**src/rtl/seq_detect_param.sv**
```systemverilog
// seq_detect_param: runtime-loadable N-bit serial pattern detector with a saturating match counter
// Ports:
//   clk        rising-edge clock
//   reset_n    asynchronous active-low reset
//   x          serial data bit, sampled only when x_valid is high
//   x_valid    qualifies x; low cycles are transparent gaps
//   overlap    1 = overlapping matches, 0 = next match needs N fresh bits
//   pat_in     new pattern, pat_in[N-1] is the first bit expected
//   pat_load   loads pat_in, discards this edge's sample and restarts the fill
//   cnt_clr    synchronous clear of match_cnt (wins over an increment)
//   detect     registered one-cycle match pulse
//   match_cnt  saturating number of matches
module seq_detect_param #(
   parameter int             N         = 4,
   parameter logic [N-1:0]   RESET_PAT = 4'b1011,
   parameter int             CNT_W     = 8
) (
   input  logic             clk,
   input  logic             reset_n,
   input  logic             x,
   input  logic             x_valid,
   input  logic             overlap,
   input  logic [N-1:0]     pat_in,
   input  logic             pat_load,
   input  logic             cnt_clr,
   output logic             detect,
   output logic [CNT_W-1:0] match_cnt
);
   localparam int           FW   = $clog2(N + 1);
   localparam logic [FW-1:0] FULL = FW'(N);
   localparam logic [FW-1:0] NEED = FW'(N - 1);
   logic [N-1:0]  pat;
   logic [N-2:0]  hist;
   logic [FW-1:0] fill;
   logic [N-1:0]  cand;
   logic          match;
   always_comb begin
      cand  = {hist, x};
      match = x_valid && !pat_load && fill >= NEED && cand == pat;
   end
   always_ff @(posedge clk or negedge reset_n)
      if (!reset_n) begin
         pat       <= RESET_PAT;
         hist      <= '0;
         fill      <= '0;
         detect    <= 1'b0;
         match_cnt <= '0;
      end else begin
         detect    <= match;
         match_cnt <= cnt_clr ? '0 : (match && match_cnt != '1) ? match_cnt + 1'b1 : match_cnt;
         if (pat_load) begin
            pat  <= pat_in;
            fill <= '0;
         end else if (x_valid) begin
            hist <= cand[N-2:0];
            // a non-overlapping match consumes its bits, so the fill restarts
            fill <= (match && !overlap) ? '0 : (fill == FULL) ? fill : fill + 1'b1;
         end
      end
endmodule

```
**config.mk**
```make
export PLATFORM = sky130hd
export DESIGN_NAME = seq_detect_param
export DESIGN_NICKNAME = d
export VERILOG_FILES = /design/src/rtl/seq_detect_param.sv
export SDC_FILE = /design/constraint.sdc
export NUM_CORES = 1
export LEC_CHECK = 0
export ABC_AREA = 1
export BUFFER_PORTS_ARGS = -buffer_cell sky130_fd_sc_hd__buf_4
export CORE_MARGIN = 8
export CORE_UTILIZATION = 55
export CTS_BUF_LIST = sky130_fd_sc_hd__clkbuf_4
export DETAILED_ROUTE_END_ITERATION = 7
export GPL_TIMING_DRIVEN = 0
export PLACE_DENSITY = 0.79
export REMOVE_ABC_BUFFERS = 1
export SLEW_MARGIN = 0
export SYNTH_ARGS = -nofsm -noshare
export SYNTH_HDL_FRONTEND = slang
export SYNTH_SLANG_ARGS = --single-unit
```
**constraint.sdc**
```tcl
create_clock -name clk -period 2.8 [get_ports clk]
set_input_delay 0.14 -clock clk [delete_from_list [all_inputs] [get_ports clk]]
set_output_delay 0.14 -clock clk [all_outputs]
set_load 0.02 [all_outputs]
```
Word level (Yosys, flattened, before mapping)
Index checks and enable logic that the tools add are counted.
- register bits after elaboration: 19
- input port bits: 11
- logic and storage cells: 30
- add/sub/neg operators: 2
- $lt $le $gt $ge: 1
- eq/ne operators: 4
- mux-type cells: 6
- bitwise gates (word level): 1
- reduce and logical (&&, ||, !) cells: 11
- operators by type and width (cell ; number):
    8-bit 2-to-1 mux ; 2
    3-bit 2-to-1 mux ; 4
    8-bit by 1-bit adder with 8-bit output, second input constant ; 1
    8-bit inequality test, second input constant ; 1
    1-bit logical AND ; 5
    4-bit == test ; 1
    2-bit AND reduction ; 2
    2-bit nonzero test ; 2
    3-bit by 1-bit adder with 3-bit output, second input constant ; 1
    3-bit == test, second input constant ; 1
    3-bit by 2-bit >= comparator with 1-bit output, second input constant ; 1
    3-bit inequality test, second input constant ; 1
    1-bit zero test ; 2
    1-bit inverter ; 1

Longest topological paths before layout
- depth in word-level cells: 8
- mapped depth: 11
- mapped depth without buffers: 11

Worst setup path before layout
OpenSTA, ideal clock, no wires.
- path kind: reg-to-reg
- start: register match_cnt[0]
- end: register match_cnt[3]
- data arrival time: 1399 ps
- data required time: 2681 ps
- path slack: 1282 ps
- cell stages (with the launch flop): 8
- path buffers: 0
- clock period less this slack: 1518 ps
- cell sequence: dfrtp_1 ha_1 nand3_2 nor2_4 nand3_2 nand3_4 nor2_1 o21a_1
- word-level cells in the longest chain between the ends: 3
- elaborated cells between the ends (all ways): 6
- classes of those cells: add/sub (1); eq/ne (1); mux (2); reduce/logical (2)
- ends and longest elaborated chain (element ; line ; text):
    from (decl) ; 27 ; output logic [CNT_W-1:0] match_cnt
    from (signal assigned) ; 50 ; match_cnt <= cnt_clr ? '0 : (match && match_cnt != '1) ? match_cnt + 1'b1 : match_cnt;
    8-bit by 1-bit adder with 8-bit output / 8-bit inequality test (equally long branches) ; 50 ;
    8-bit 2-to-1 mux / 1-bit logical AND (equally long branches) ; 50 ;
    8-bit 2-to-1 mux / 2-bit nonzero test (equally long branches) ; -- ;
Parallel ways exist; a longest one is shown, timed or not. The select of a mux whose other input is x is not followed.
A chain may end at the register's enable or synchronous reset.

Worst setup path after layout
- start: register fill[0]
- end: register fill[2]
- word-level cells in the longest chain between the ends: 7
- elaborated cells between the ends (all ways): 12
- classes of those cells: add/sub (1); order compare (1); eq/ne (2); mux (4); reduce/logical (4)
- ends and longest elaborated chain (element ; line ; text):
    from (decl) ; 34 ; logic [FW-1:0] fill;
    from (signal assigned) ; 57 ; fill <= (match && !overlap) ? '0 : (fill == FULL) ? fill : fill + 1'b1;
    3-bit by 2-bit >= comparator with 1-bit output ; 39 ; match = x_valid && !pat_load && fill >= NEED && cand == pat;
    1-bit logical AND (2 in series) ; 39 ;
    1-bit logical AND ; 57 ;
    3-bit 2-to-1 mux ; 57 ;
    3-bit 2-to-1 mux ; 54 ; end else if (x_valid) begin
    3-bit 2-to-1 mux ; 51 ; if (pat_load) begin
Parallel ways exist; a longest one is shown, timed or not. The select of a mux whose other input is x is not followed.

==> results.sh <==
export IMPL_avgViaCountPerCell=4.92
export IMPL_crit_path_top_delay_cell="dfrtp_1"
export IMPL_critPathRequiredTime_ns=3.04
export IMPL_cts_root_buf="clkbuf_4"
export IMPL_slew_viol_final=0
export IMPL_core_area_um2=1940
export IMPL_ant_nets=0
export IMPL_cts_setup_buffers=0
export IMPL_wl_per_cell_um=11.8
export IMPL_grt_ovfl_total=0
export IMPL_worst_pin_slew_ns=0.288
export IMPL_die_width_um=60.9
export IMPL_firstDrtPassIters=4
export IMPL_clockPowerShare=0.260
export IMPL_yosys_area_share_adder=0.0451
export IMPL_wl_mm=2.13
export IMPL_drive_above_1_share=0.253
export IMPL_synth_top_family_by_area="simple AND/OR/NAND/NOR gates"
export IMPL_avgSynthCellArea_um2=8.47
export IMPL_ys_types=26
export IMPL_min_path_type="in -> reg"
export IMPL_start_util=0.572
export IMPL_synth_xor_area_frac=0.0395
export IMPL_rows=16
export IMPL_grt_pass1_wl_mm=3.64
export IMPL_slew_headroom=0.806
export IMPL_synth_cells=131
export IMPL_post_route_period_util=0.587
export IMPL_combPwrFrac=0.161
export IMPL_ios=20
export IMPL_layout_nets=170
export IMPL_antenna_found_initial=0
export IMPL_critPathLaunchType="flop"
export IMPL_antenna_cells=0
export IMPL_cts_htree_levels=1
export IMPL_vias=890
export IMPL_setup_viol_count_final=0
export IMPL_cts_buffer_depth=2
export IMPL_route_detailed_drc=0
export IMPL_synth_top_cell_area_share=0.361
export IMPL_ctsResizeCount=0
export IMPL_max_freq_mhz=608
export IMPL_cts_hold_buffers_added=1
export IMPL_period_needed_ns=1.64
export IMPL_syn_to_final_growth_pct=18.3
export IMPL_path_class="reg -> reg"
export IMPL_synth_compound_area_share=0.0767
export IMPL_end_kind="flop"
export IMPL_place_inst=176
export IMPL_synth_area_leaders="dfrtp_1 (36%), nand2_1 (13%), dfstp_2 (7.1%)"
export IMPL_cp_top_family="simple AND/OR/NAND/NOR gates"
export IMPL_hold_viol=0
export IMPL_grt_max_degree=20
export IMPL_place_congestion=0.837
export IMPL_clock_sink_count=19
export IMPL_switching_power_mw=0.149
export IMPL_fin_skew_ns=0.00687
export IMPL_seq_power_share=0.579
export IMPL_worst_path_max_fanout=5
export IMPL_ir_worst_vdd_uv=246
export IMPL_drtIter0Drc=21
export IMPL_totalPowerFinal_mw=0.527
export IMPL_syn_area_um2=1110
export IMPL_die_area_um2=3710
export IMPL_powerDensity_nw_per_um2=401
export IMPL_synth_area_leader_cell="dfrtp_1"
export IMPL_cap_violations=0
export IMPL_portBuffers=19
export IMPL_ys_ff_latch=19
export IMPL_crit_buf_inv=0
export IMPL_arrival_ns=1.88
export IMPL_final_common_cell="nand2_1"
export IMPL_path_clk_slew_ns=0.11
export IMPL_rsz0062_at_grt="false"
export IMPL_crit_path_frequent_cell="nand2_1"
export IMPL_grt_usage=0.130
export IMPL_p_leak_nw=0.664
export IMPL_hpwl_mm=1.67
export IMPL_die_height_um=60.9
export IMPL_stdcell_count=181
export IMPL_status="finished, final reports clean"
export IMPL_cpPeakStageDelay_ns=0.44
export IMPL_switching_share=0.282
export IMPL_final_cell_mix="nand2_1 (37), buf_4 (19), inv_1 (18), dfrtp_1 (16), nor2_1 (10)"
export IMPL_synthMuxAreaShare=0
export IMPL_numCtsBuffers=3
export IMPL_cts_tree="done"
export IMPL_grt_pass1_vias=889
export IMPL_yosysSeqAreaShare=0.432
export IMPL_p_int_mw=0.378
export IMPL_yosysWarnings=0
export IMPL_synth_simple_area_share=0.336
export IMPL_clk_latency_ns=0.29
export IMPL_fin_tns_setup_ns=0
export IMPL_path_cells="ha_1, ha_1, nor2_1, nand2_1, nand3_4, nor2_4, nand3_2, nand3_1, nand2_1, nand2_1, nand2_1"
-- power by group through the flow --
stage                     Sequential (mW)  Combinational (mW)  Clock (mW)
after floorplan                     0.308              0.0541           0
after global placement              0.310              0.0822           0
after detailed placement            0.310              0.0848           0
after CTS                           0.305              0.0862       0.147
after global routing                0.307              0.0971       0.152
final                               0.305              0.0848       0.137
-- flip-flops by register name, indices dropped and copies added, names as in the netlist --
name,flops
match_cnt,8
pat,4
hist,3
detect,1
fill,3
-- synthesized netlist by cell type --
master,number
a21oi_1,2
buf_6,1
dfrtp_1,16
dfstp_2,3
ha_1,4
inv_1,18
nand2_1,37
nand2_4,1
nand3_1,9
nand3_2,3
nand3_4,2
nand4_1,1
nor2_1,10
nor2_2,2
nor2_4,2
nor2_8,1
nor3b_1,1
nor4_1,1
o21a_1,1
o21ai_0,7
o21ai_1,1
o21ai_2,1
o21bai_2,1
o31ai_1,1
xnor2_1,2
xor2_1,3
-- through the flow --
stage | cell area, um2 | worst slack, ns | util | hold slack (ns)
finish | 1310 | 1.16 | 0.676 | 0.0465
floorplan | 1100 | 1.28 | - | -0.156
global placement | 1270 | 1.19 | 0.657 | 0.0280
global route | 1310 | 0.986 | 0.676 | 0.0504
detailed placement | 1270 | 1.14 | 0.657 | 0.0258
CTS | 1310 | 1.13 | 0.676 | 0.0319
-- per-layer routing --
layer / vias to the layer above / wire length (um) / global-route usage / share of wire
li1: 458 / - / - / -
met1: 420 / 900 / 0.133 / 0.42
met2: 10 / 1160 / 0.241 / 0.54
met3: 2 / 62 / 0.0254 / 0.029
met4: 0 / 14 / 0.0664 / 0.0066
met5: - / 0 / 0 / 0
-- cells by family (layout without fill, tap and decap cells) --
family,Yosys count,in the layout
XOR/XNOR,5,5
adder cells (fa/ha/maj),4,4
buffers and inverters,19,42
AND/OR/NAND/NOR,70,70
flip-flops,19,19
AO/OA/AOI/OAI,14,14
-- worst paths after layout --
check / startpoint / endpoint / slack [ns] / depth (start not counted)
max in group asynchronous: reset_n / pat[0]$_DFFE_PN1P_ / 2.29 / 2
min in group asynchronous: reset_n / hist[0]$_DFFE_PN0P_ / 0.24 / 2
worst max register to register: fill[0]$_DFFE_PN0P_ / fill[2]$_DFFE_PN0P_ / 1.16 / 11
worst min register to register: pat[1]$_DFFE_PN1P_ / pat[1]$_DFFE_PN1P_ / 0.51 / 2
worst max-delay path: fill[0]$_DFFE_PN0P_ / fill[2]$_DFFE_PN0P_ / 1.16 / 11
worst min-delay path: cnt_clr / match_cnt[0]$_DFFE_PN0P_ / 0.05 / 2
-- layout make-up --
class                      instances  area (um2)
clock inverter                     1        5.00
multi-input combinational         93         552
sequential                        19         479
timing repair buffer              20         153
fill                             181         629
tap                               27        33.8
clock buffer                       3        22.5
inverter                          18        67.6
(Power assumes the default switching activity.)
